## src/rtl/var_driver_pkg.sv

```systemverilog
// -----------------------------------------------------------------------------
// var_driver_pkg
// Shared definitions for the thermostat event-to-code driver:
//   - 4-bit event codes loaded onto out_var
//   - mode FSM state encoding (2 bits)
//   - code_class(): maps an event code to its {isC, isM} strobe pair
// -----------------------------------------------------------------------------
package var_driver_pkg;

    localparam logic [3:0] CODE_NONE  = 4'h0;
    localparam logic [3:0] CODE_START = 4'h1;
    localparam logic [3:0] CODE_CONFM = 4'h2;
    localparam logic [3:0] CODE_ALARM = 4'h3;
    localparam logic [3:0] CODE_SS    = 4'h4;
    localparam logic [3:0] CODE_ST    = 4'h5;
    localparam logic [3:0] CODE_WSC   = 4'h6;
    localparam logic [3:0] CODE_WSM   = 4'h7;

    typedef enum logic [1:0] {
        ST_STOP   = 2'd0,
        ST_IDLE   = 2'd1,
        ST_ACTIVE = 2'd2,
        ST_ALARM  = 2'd3
    } state_t;

    // Returns {isC, isM}. ALARM belongs to both classes so both strobes fire.
    function automatic logic [1:0] code_class(input logic [3:0] code);
        logic [1:0] cls;
        cls = 2'b00;
        case (code)
            CODE_START, CODE_SS, CODE_ST, CODE_WSC: cls = 2'b10;
            CODE_CONFM, CODE_WSM:                   cls = 2'b01;
            CODE_ALARM:                             cls = 2'b11;
            default:                                cls = 2'b00;
        endcase
        return cls;
    endfunction

endpackage

```

## src/rtl/var_driver_edge_det.sv

```systemverilog
// -----------------------------------------------------------------------------
// edge_det
// Single-bit rising-edge detector for a clk-synchronous input.
// Ports:
//   clk  - system clock, rising edge
//   rst  - synchronous active-high reset, clears the history register
//   x    - monitored input
//   rise - combinational, high in the cycle where x=1 and the previous x=0
// The history register updates every cycle regardless of any enable, so a
// level that was already high when the consumer wakes up is not an edge.
// -----------------------------------------------------------------------------
module edge_det (
    input  logic clk,
    input  logic rst,
    input  logic x,
    output logic rise
);

    logic prev;

    // Track the input from the previous cycle; cleared to 0 on reset so an
    // input high right after reset is seen as a rise.
    always_ff @(posedge clk) begin
        if (rst) begin
            prev <= 1'b0;
        end else begin
            prev <= x;
        end
    end

    assign rise = x & ~prev;

endmodule

```

## src/rtl/var_driver.sv

```systemverilog
// -----------------------------------------------------------------------------
// var_driver
// Event-to-code driver for the thermostat house controller. Detects rising
// edges on seven event inputs, selects the highest-priority event allowed in
// the current mode, latches its code and pulses the class strobe(s).
// Ports:
//   clk, rst            - clock and synchronous active-high reset
//   run                 - global enable; 0 forces the mode FSM to STOP
//   start, confM, al,
//   wsc, wsm, ss, st    - event inputs (rising edge = event; al level also
//                         holds alarm mode)
//   hitC_var, hitM_var  - one-cycle strobes for C-class / M-class codes
//   out_var             - last accepted event code
// -----------------------------------------------------------------------------
module var_driver
    import var_driver_pkg::*;
(
    input  logic       clk,
    input  logic       rst,
    input  logic       run,
    input  logic       start,
    input  logic       confM,
    input  logic       al,
    input  logic       wsc,
    input  logic       wsm,
    input  logic       ss,
    input  logic       st,
    output logic       hitC_var,
    output logic       hitM_var,
    output logic [3:0] out_var
);

    logic rise_start, rise_confM, rise_al, rise_wsc, rise_wsm, rise_ss, rise_st;

    edge_det u_ed_start (.clk(clk), .rst(rst), .x(start), .rise(rise_start));
    edge_det u_ed_confM (.clk(clk), .rst(rst), .x(confM), .rise(rise_confM));
    edge_det u_ed_al    (.clk(clk), .rst(rst), .x(al),    .rise(rise_al));
    edge_det u_ed_wsc   (.clk(clk), .rst(rst), .x(wsc),   .rise(rise_wsc));
    edge_det u_ed_wsm   (.clk(clk), .rst(rst), .x(wsm),   .rise(rise_wsm));
    edge_det u_ed_ss    (.clk(clk), .rst(rst), .x(ss),    .rise(rise_ss));
    edge_det u_ed_st    (.clk(clk), .rst(rst), .x(st),    .rise(rise_st));

    state_t     state;
    state_t     ret_state;
    logic       sel_valid;
    logic [3:0] sel_code;
    logic [1:0] sel_class;

    // Priority encoder: al > confM > start > wsm > wsc > st > ss. IDLE only
    // listens to the first three; the zone/season/temperature events need
    // ACTIVE. Lower-priority rises in the same cycle are simply dropped.
    always_comb begin
        sel_valid = 1'b0;
        sel_code  = CODE_NONE;
        if (state == ST_IDLE || state == ST_ACTIVE) begin
            if (rise_al) begin
                sel_valid = 1'b1;
                sel_code  = CODE_ALARM;
            end else if (rise_confM) begin
                sel_valid = 1'b1;
                sel_code  = CODE_CONFM;
            end else if (rise_start) begin
                sel_valid = 1'b1;
                sel_code  = CODE_START;
            end else if (state == ST_ACTIVE) begin
                if (rise_wsm) begin
                    sel_valid = 1'b1;
                    sel_code  = CODE_WSM;
                end else if (rise_wsc) begin
                    sel_valid = 1'b1;
                    sel_code  = CODE_WSC;
                end else if (rise_st) begin
                    sel_valid = 1'b1;
                    sel_code  = CODE_ST;
                end else if (rise_ss) begin
                    sel_valid = 1'b1;
                    sel_code  = CODE_SS;
                end
            end
        end
    end

    assign sel_class = code_class(sel_code);

    // Mode FSM with registered code and strobes. run=0 wins over any event
    // in the same cycle. Leaving ALARM restores the saved mode without
    // reloading a code or pulsing a strobe.
    always_ff @(posedge clk) begin
        if (rst) begin
            state     <= ST_STOP;
            ret_state <= ST_IDLE;
            out_var   <= CODE_NONE;
            hitC_var  <= 1'b0;
            hitM_var  <= 1'b0;
        end else begin
            hitC_var <= 1'b0;
            hitM_var <= 1'b0;
            if (!run) begin
                state <= ST_STOP;
            end else begin
                case (state)
                    ST_STOP: begin
                        state <= ST_IDLE;
                    end
                    ST_IDLE, ST_ACTIVE: begin
                        if (sel_valid) begin
                            out_var  <= sel_code;
                            hitC_var <= sel_class[1];
                            hitM_var <= sel_class[0];
                            if (sel_code == CODE_ALARM) begin
                                ret_state <= state;
                                state     <= ST_ALARM;
                            end else if (sel_code == CODE_START) begin
                                state <= ST_ACTIVE;
                            end
                        end
                    end
                    ST_ALARM: begin
                        if (!al) begin
                            state <= ret_state;
                        end
                    end
                    default: begin
                        state <= ST_STOP;
                    end
                endcase
            end
        end
    end

endmodule

```

## config.mk

```make
export PLATFORM = sky130hd
export DESIGN_NAME = var_driver
export DESIGN_NICKNAME = d
export VERILOG_FILES = /design/src/rtl/var_driver_pkg.sv /design/src/rtl/var_driver_edge_det.sv /design/src/rtl/var_driver.sv
export SDC_FILE = /design/constraint.sdc
export NUM_CORES = 1
export LEC_CHECK = 0
export BUFFER_PORTS_ARGS = -buffer_cell sky130_fd_sc_hd__buf_2
export CAP_MARGIN = 20
export CORE_MARGIN = 1
export CORE_UTILIZATION = 42
export DETAILED_ROUTE_END_ITERATION = 8
export GPL_TIMING_DRIVEN = 0
export PLACE_DENSITY_LB_ADDON = 0.08
export SYNTH_ARGS = -nofsm -noshare
export SYNTH_HDL_FRONTEND = slang
export SYNTH_SLANG_ARGS = --single-unit
```

## constraint.sdc

```tcl
create_clock -name clk -period 2 [get_ports clk]
set_input_delay 0.2 -clock clk [delete_from_list [all_inputs] [get_ports clk]]
set_output_delay 0.2 -clock clk [all_outputs]
set_load 0.02 [all_outputs]
```

==> results of run 1 <==
-- where the power goes --
part | switching, mW | leakage (nW) | internal [mW]
Combinational | 0.0462 | 0.239 | 0.0352
Clock | 0.0935 | 0.0138 | 0.0699
Sequential | 0.00488 | 0.131 | 0.330
-- area by class of cell --
cell class                 instances  area, sq um
sequential                        16        320.3
tap                               25        31.28
clock buffer                       3        22.52
multi-input combinational         63        417.9
inverter                           2        7.507
timing repair buffer              14        70.07
fill                             168        822.0
buffer                             3        16.27
-- sequential cells by signal, summed over array words and instances, names as in the netlist --
| register | flops |
|---|---|
| state | 2 |
| u_ed_start.prev | 1 |
| u_ed_st.prev | 1 |
| ret_state | 2 |
| u_ed_wsc.prev | 1 |
| out_var | 3 |
| u_ed_ss.prev | 1 |
| hitC_var | 1 |
| u_ed_al.prev | 1 |
| u_ed_wsm.prev | 1 |
| u_ed_confM.prev | 1 |
| hitM_var | 1 |
-- metrics by stage --
| stage | setup slack (ns) | power (mW) | cell area (sq um) | utilization (%) |
|---|---|---|---|---|
| global placement | 0.2683 | 0.4216 | 863.3 | 50.55 |
| global route | 0.07079 | 0.6156 | 885.9 | 51.87 |
| detailed placement | 0.2358 | 0.4237 | 863.3 | 50.55 |
| CTS | 0.2162 | 0.5888 | 885.9 | 51.87 |
| floorplan | 0.3827 | 0.3972 | 762.0 | - |
| finish | 0.2240 | 0.5794 | 885.9 | 51.87 |
-- worst max path at each step --
stage | from | endpoint | slack, ns
after floorplan | state[1] | state[1] | 0.38
after global placement | state[1] | out_var[0] | 0.27
after detailed placement | state[0] | out_var[0] | 0.24
after CTS | state[1] | out_var[0] | 0.22
after global routing | state[1] | out_var[0] | 0.07
final | state[0] | out_var[1] | 0.22
-- layout by cell type, fill, tap and decap left out --
| master | synthesis | final |
|---|---|---|
| a22oi_1 | 1 | 1 |
| ha_1 | 3 | 3 |
| nand2b_2 | 1 | 1 |
| o21ai_0 | 1 | 1 |
| nor2_1 | 9 | 9 |
| o2111ai_1 | 1 | 1 |
| nand2_1 | 5 | 5 |
| a21boi_0 | 1 | 1 |
| conb_1 | 1 | 1 |
| a211oi_1 | 2 | 2 |
| clkbuf_4 | 0 | 3 |
| a31oi_1 | 1 | 1 |
| a41oi_2 | 1 | 1 |
| buf_4 | 1 | 1 |
| or3_1 | 1 | 1 |
| dfxtp_1 | 16 | 16 |
| and2_1 | 1 | 1 |
| o211a_1 | 1 | 1 |
| a32o_1 | 1 | 1 |
| nor2b_4 | 1 | 1 |
| a21oi_1 | 3 | 3 |
| and3_1 | 3 | 3 |
| nand4b_1 | 1 | 1 |
| inv_1 | 2 | 2 |
| a211o_1 | 1 | 1 |
| clkbuf_1 | 1 | 1 |
| mux2i_1 | 1 | 1 |
| nand3_1 | 1 | 1 |
| nand2b_1 | 6 | 6 |
| a311oi_1 | 1 | 1 |
| nor3_1 | 1 | 1 |
| buf_2 | 0 | 14 |
| nor2b_1 | 11 | 11 |
| o211ai_1 | 1 | 1 |
| a21oi_2 | 1 | 1 |
| clkbuf_2 | 1 | 1 |
-- critical path, stage by stage (launching register included) --
cell and delay [ns]:
dfxtp_1 0.35, inv_1 0.09, ha_1 0.29, clkbuf_2 0.17, nand2_1 0.08, a31oi_1 0.04
a41oi_2 0.34, mux2i_1 0.23, nor2_1 0.05
-- routing by layer --
| layer | routed length, um | global-route usage, % |
|---|---|---|
| met3 | 47 | 2.449 |
| met2 | 583 | 24.41 |
| met5 | 0 | 0 |
| met1 | 711 | 21.59 |
| met4 | 24 | 10.91 |
-- cell families after synthesis --
kind of cell             Yosys count
AND/OR/NAND/NOR                   41
AO/OA/AOI/OAI                     17
flip-flops                        16
buffers and inverters              5
adder cells (fa/ha/maj)            3
multiplexers                       1
other                              1
==> qor.yml, run 1 <==
clock_tree:
  cts-resized-gates: 0
  clk_latency_ns: 0.28
  clockBufferDepth: 2
  clockRootBuffer: "clkbuf_4"
  cts_setup_buffers: 0
  clkSinkCount: 16
  holdBufCountCts: 0
  cts_buffers: 3
  cts_tree: "done"
  cts_htree_levels: 1
  path_clk_slew_ns: 0.08
floorplanning:
  pin_count: 16
  start_util_pct: 44.62
  core_sq_um: 1708
  die_h_um: 44.60
  rows: 15
  dieArea_sq_um: 1989
  dieWidth_um: 44.60
synth:
  synth_area_sq_um: 762.0
  synth.distinct_cells: 34
  synth_top_area_share_pct: 42.04
  synthCells: 84
  synth-simple-area-share_pct: 30.38
  synthMuxAreaShare_pct: 1.314
  yosys.cell_count.top_type: "dfxtp_1"
  synth_edf_count: 0
  synth_fa_ha_area_share_pct: 4.926
  synth_xor_area_share_pct: 0
  synth_warnings: 0
  synth.area.top_cells: "dfxtp_1, nor2b_1, ha_1, nand2b_1, nor2_1"
  synth_compound_area_share_pct: 17.73
  seq_area_frac_synth_pct: 42.04
  synth_fp_nets: 97
  ys_async_sr_fraction_pct: 0
  synth_top_cell_by_area: "dfxtp_1"
  synth_common_cells: "dfxtp_1, nor2b_1, nor2_1, nand2b_1, nand2_1"
  synth_ff_type: "dfxtp_1"
  synth_seq_cells: 16
  avgSynthCellArea_sq_um: 9.071
  synth_top_family_by_area: "simple AND/OR/NAND/NOR gates"
global_route:
  grt_pass1_wl_um: 2325
  grt_pass1_vias: 535
  grt_max_degree: 11
  gr-total-overflow: 0
  grtUsageTotal_pct: 16.33
  antenna_found_initial: 0
outcome:
  run_status: "finished, final reports clean"
detailed_routing:
  drt-total-wl_um: 1366
  route.detailed.wl_per_inst_um: 10.84
  vias: 620
  firstDrtPassIters: 4
  vias_per_cell: 4.921
  drc_errors: 0
  drt_iter0_markers: 6
  ant_nets: 0
cells_and_area:
  layout.cells.non_filler: 126
  area_growth_pct: 16.26
  antennaDiodeCount: 0
  final_layout_size_suffix_gt1_share_pct: 22.77
  fin_nets: 116
sta:
  fin_crit_sh_pct: 88.80
  min_period_ns: 1.776
  max_freq_mhz: 563.1
  slew_violations: 0
  whs_ns: 0.1367
  setup_viol: 0
  grt_setup_unrepaired: "no"
  final-hold-violation-count: 0
  tns_ns: 0
  worst_clock_skew_ns: 0.0006034
worst_hold_path:
  holdPathEnd: "u_ed_wsc.prev"
  holdCritStartpoint: "wsc"
  whs_path_depth: 2
  hold_path.class: "input port to flip-flop"
place:
  io_buffer_count: 14
  placedCellCount: 123
  dp_hpwl_um: 1063
  gp_congestion: 0.7421
worst_setup_path:
  ff2ff_path_depth: 8
  worstPathRequired_ns: 2.16
  r2r_slack_ns: 0.22
  reg2reg_from: "state[0]"
  start_kind: "flip-flop"
  end_kind: "flip-flop"
  critical_path_arrival_ns: 1.94
  worstSetupPathType: "flip-flop to flip-flop"
  critPathMaxFanout: 9
  r2r-end: "out_var[1]"
power_and_ir_drop:
  peakVddDrop_v: 0.0003772
  total_leakage_power_nw: 0.3839
  powerDensity_nw_per_um2: 654.0
run:
  max_cap_viol_count: 0
(Power assumes the default switching activity.)
==> run 2, diff against run 1 <==
- CORE_UTILIZATION: 42 -> 53
- SYNTH_HIERARCHICAL: not set -> 1
==> run 2 against run 1 <==
  * Worst hold slack improved by 0.0071 ns
  * Register-to-register slack got worse by 0.05 ns
  * Global-route usage increased by 1.0 points
  * Non-clock buffer count decreased by 1
  * Critical path type unchanged
  * Critical endpoint is now ret_state[1]
  * Largest cell class unchanged
==> qor.yml, run 2 <==
clock_tree:
  path_clk_slew_ns: 0.08
  cts_tree: "done"
  cts_setup_buffers: 0
  clockBufferDepth: 2
  clockRootBuffer: "clkbuf_4"
  clkSinkCount: 16
  cts_htree_levels: 1
  cts_buffers: 3
  clk_latency_ns: 0.28
outcome:
  run_status: "finished, final reports clean"
sta:
  worst_clock_skew_ns: 0.002508
  max_freq_mhz: 546.7
  grt_setup_unrepaired: "no"
  fin_crit_sh_pct: 91.46
  final-hold-violation-count: 0
  min_period_ns: 1.829
  slew_violations: 0
  setup_viol: 0
  setup_ws_ns: 0.1707
  tns_ns: 0
cells_and_area:
  utilization_pct: 66.83
  ff_latch_area_sq_um: 320.3
  antennaDiodeCount: 0
  multiInputGateArea_sq_um: 594.3
  final_cell_mix: "dfxtp_1, buf_2, nor2b_4, nor2_1, mux2i_1"
  final_layout_size_suffix_gt1_share_pct: 36.45
  fin_nets: 123
  layout.cells.non_filler: 123
  stdcell_area_sq_um: 1054
  area_growth_pct: 13.02
  largest_reg_flops: 3
  largest-register: "out_var"
  reg_top3: "out_var (3), ret_state (2), state (2)"
  final_common_cell: "dfxtp_1"
  nFillCells: 141
floorplanning:
  core_sq_um: 1577
  start_util_pct: 59.13
  pin_count: 16
  rows: 14
  dieArea_sq_um: 1930
  die_h_um: 43.94
  dieWidth_um: 43.94
synth:
  synth.area.top_cells: "dfxtp_1, nor2b_4, ha_1, mux2i_1, nor2_1"
  synth_top_area_share_pct: 34.36
  synth.distinct_cells: 32
  yosys.cell_count.top_type: "dfxtp_1"
  avgSynthCellArea_sq_um: 10.36
  seq_area_frac_synth_pct: 34.36
  synth_ff_type: "dfxtp_1"
  synth_top_cell_by_area: "dfxtp_1"
  synth_warnings: 6
  synthCells: 90
  synth_common_cells: "dfxtp_1, nor2b_4, nor2_1, mux2i_1"
  synth_area_sq_um: 932.1
  synth_edf_count: 0
  synth_fp_nets: 104
  synth_seq_cells: 16
  ys_async_sr_fraction_pct: 0
worst_setup_path:
  critical_path_arrival_ns: 2.04
  slowest_stage: "dfxtp_1"
  worstSetupPathType: "flip-flop to flip-flop"
  critPathTopFamily: "flip-flops"
  slowest_delay_ns: 0.43
  worstPathCellList: "inv_1 -> ha_1 -> inv_1 -> o21ai_1 -> and4_4 -> mux2i_1"
  cp.buffers_inverters: 2
  start_kind: "flip-flop"
  worstPathRequired_ns: 2.21
  cpMostUsedCell: "inv_1"
  reg2reg_from: "state[1]"
  critPathMaxFanout: 6
  cp-startpoint: "state[1]"
  end_kind: "flip-flop"
detailed_routing:
  drc_errors: 0
  ant_nets: 0
  drt_iter0_markers: 7
  route.detailed.wl_per_inst_um: 12.02
  firstDrtPassIters: 4
  vias_per_cell: 5.398
  vias: 664
  drt-total-wl_um: 1479
worst_hold_path:
  hold_path.class: "input port to flip-flop"
  holdCritStartpoint: "wsm"
place:
  io_buffer_count: 14
  placedCellCount: 120
  dp_hpwl_um: 1139
  gp_congestion: 0.7258
  dpl_worst_slack_ns: 0.1799
  place_area_sq_um: 1022
power_and_ir_drop:
  peakVddDrop_v: 0.0004438
  powerDensity_nw_per_um2: 591.8
  total_leakage_power_nw: 0.4802
global_route:
  gr-total-overflow: 0
  grtUsageTotal_pct: 17.33
  grt_pass1_vias: 595
  antenna_found_initial: 0
  grt_max_degree: 11
  grt_pass1_wl_um: 2401
run:
  max_cap_viol_count: 0
## run 2: cell types whose count changed after synthesis, moves of 3 or more
cell	previous run	this run
mux2i_1	1	5
nand2_1	5	2
nand2b_1	6	2
nor2b_1	11	3
nor2b_4	1	14
o21ai_1	0	3
## run 2: worst paths after layout
| kind | end | slack, ns | cells after the start |
|---|---|---|---|
| worst max-delay path | ret_state[1] | 0.17 | 6 |
| worst min-delay path | u_ed_wsm/prev | 0.14 | 2 |
| worst max register to register | ret_state[1] | 0.17 | 6 |
| worst min register to register | ret_state[1] | 0.49 | 2 |
## run 2: where the power goes
part           internal (mW)  total (mW)  switching (mW)
clock                 0.0699       0.162          0.0926
sequential             0.331       0.339         0.00855
combinational         0.0602       0.122          0.0615
## run 2: final cells by class
cell class | instances | share of cell area (%)
multi-input combinational | 68 | 56.41
sequential | 16 | 30.40
timing repair buffer | 14 | 6.651
clock buffer | 3 | 2.138
tap | 16 | 1.900
inverter | 4 | 1.425
buffer | 2 | 1.069
## run 2: through the flow
stage               total power, mW  hold slack, ns
CTS                          0.6332          0.1356
global route                 0.6630          0.1265
finish                       0.6235          0.1438
detailed placement           0.4658          0.4391
global placement             0.4635          0.4321
floorplan                    0.4350          0.2643
## run 2: cell families after synthesis
group	count (synthesis)	synth area share, %
buffers and inverters	6	2.818
adders and majority gates	4	5.369
muxes	5	5.369
other	1	0.4023
AOI/OAI and AO/OA	14	11.01
and+or+nand+nor	44	40.67
DFF	16	34.36
## run 2: worst register-to-register path, delay by kind of cell (launching register included)
kind | cells | cell delay (ns)
adders and majority gates | 1 | 0.40
DFF | 1 | 0.43
AOI/OAI and AO/OA | 1 | 0.30
buffers and inverters | 2 | 0.16
muxes | 1 | 0.19
and+or+nand+nor | 1 | 0.29
## run 2: layer usage
metal | track usage [%] | up-vias | wire length [um]
li1 | - | 342 | -
met1 | 18.96 | 303 | 657
met2 | 29.25 | 15 | 726
met3 | 6.250 | 4 | 74
met4 | 9.091 | 0 | 20
met5 | 0 | - | 0
## run 2: what timing repair did
action                                  CTS  global route
resized for setup                         0             1
endpoints found under the setup margin    0             1
hold buffers                              0             0
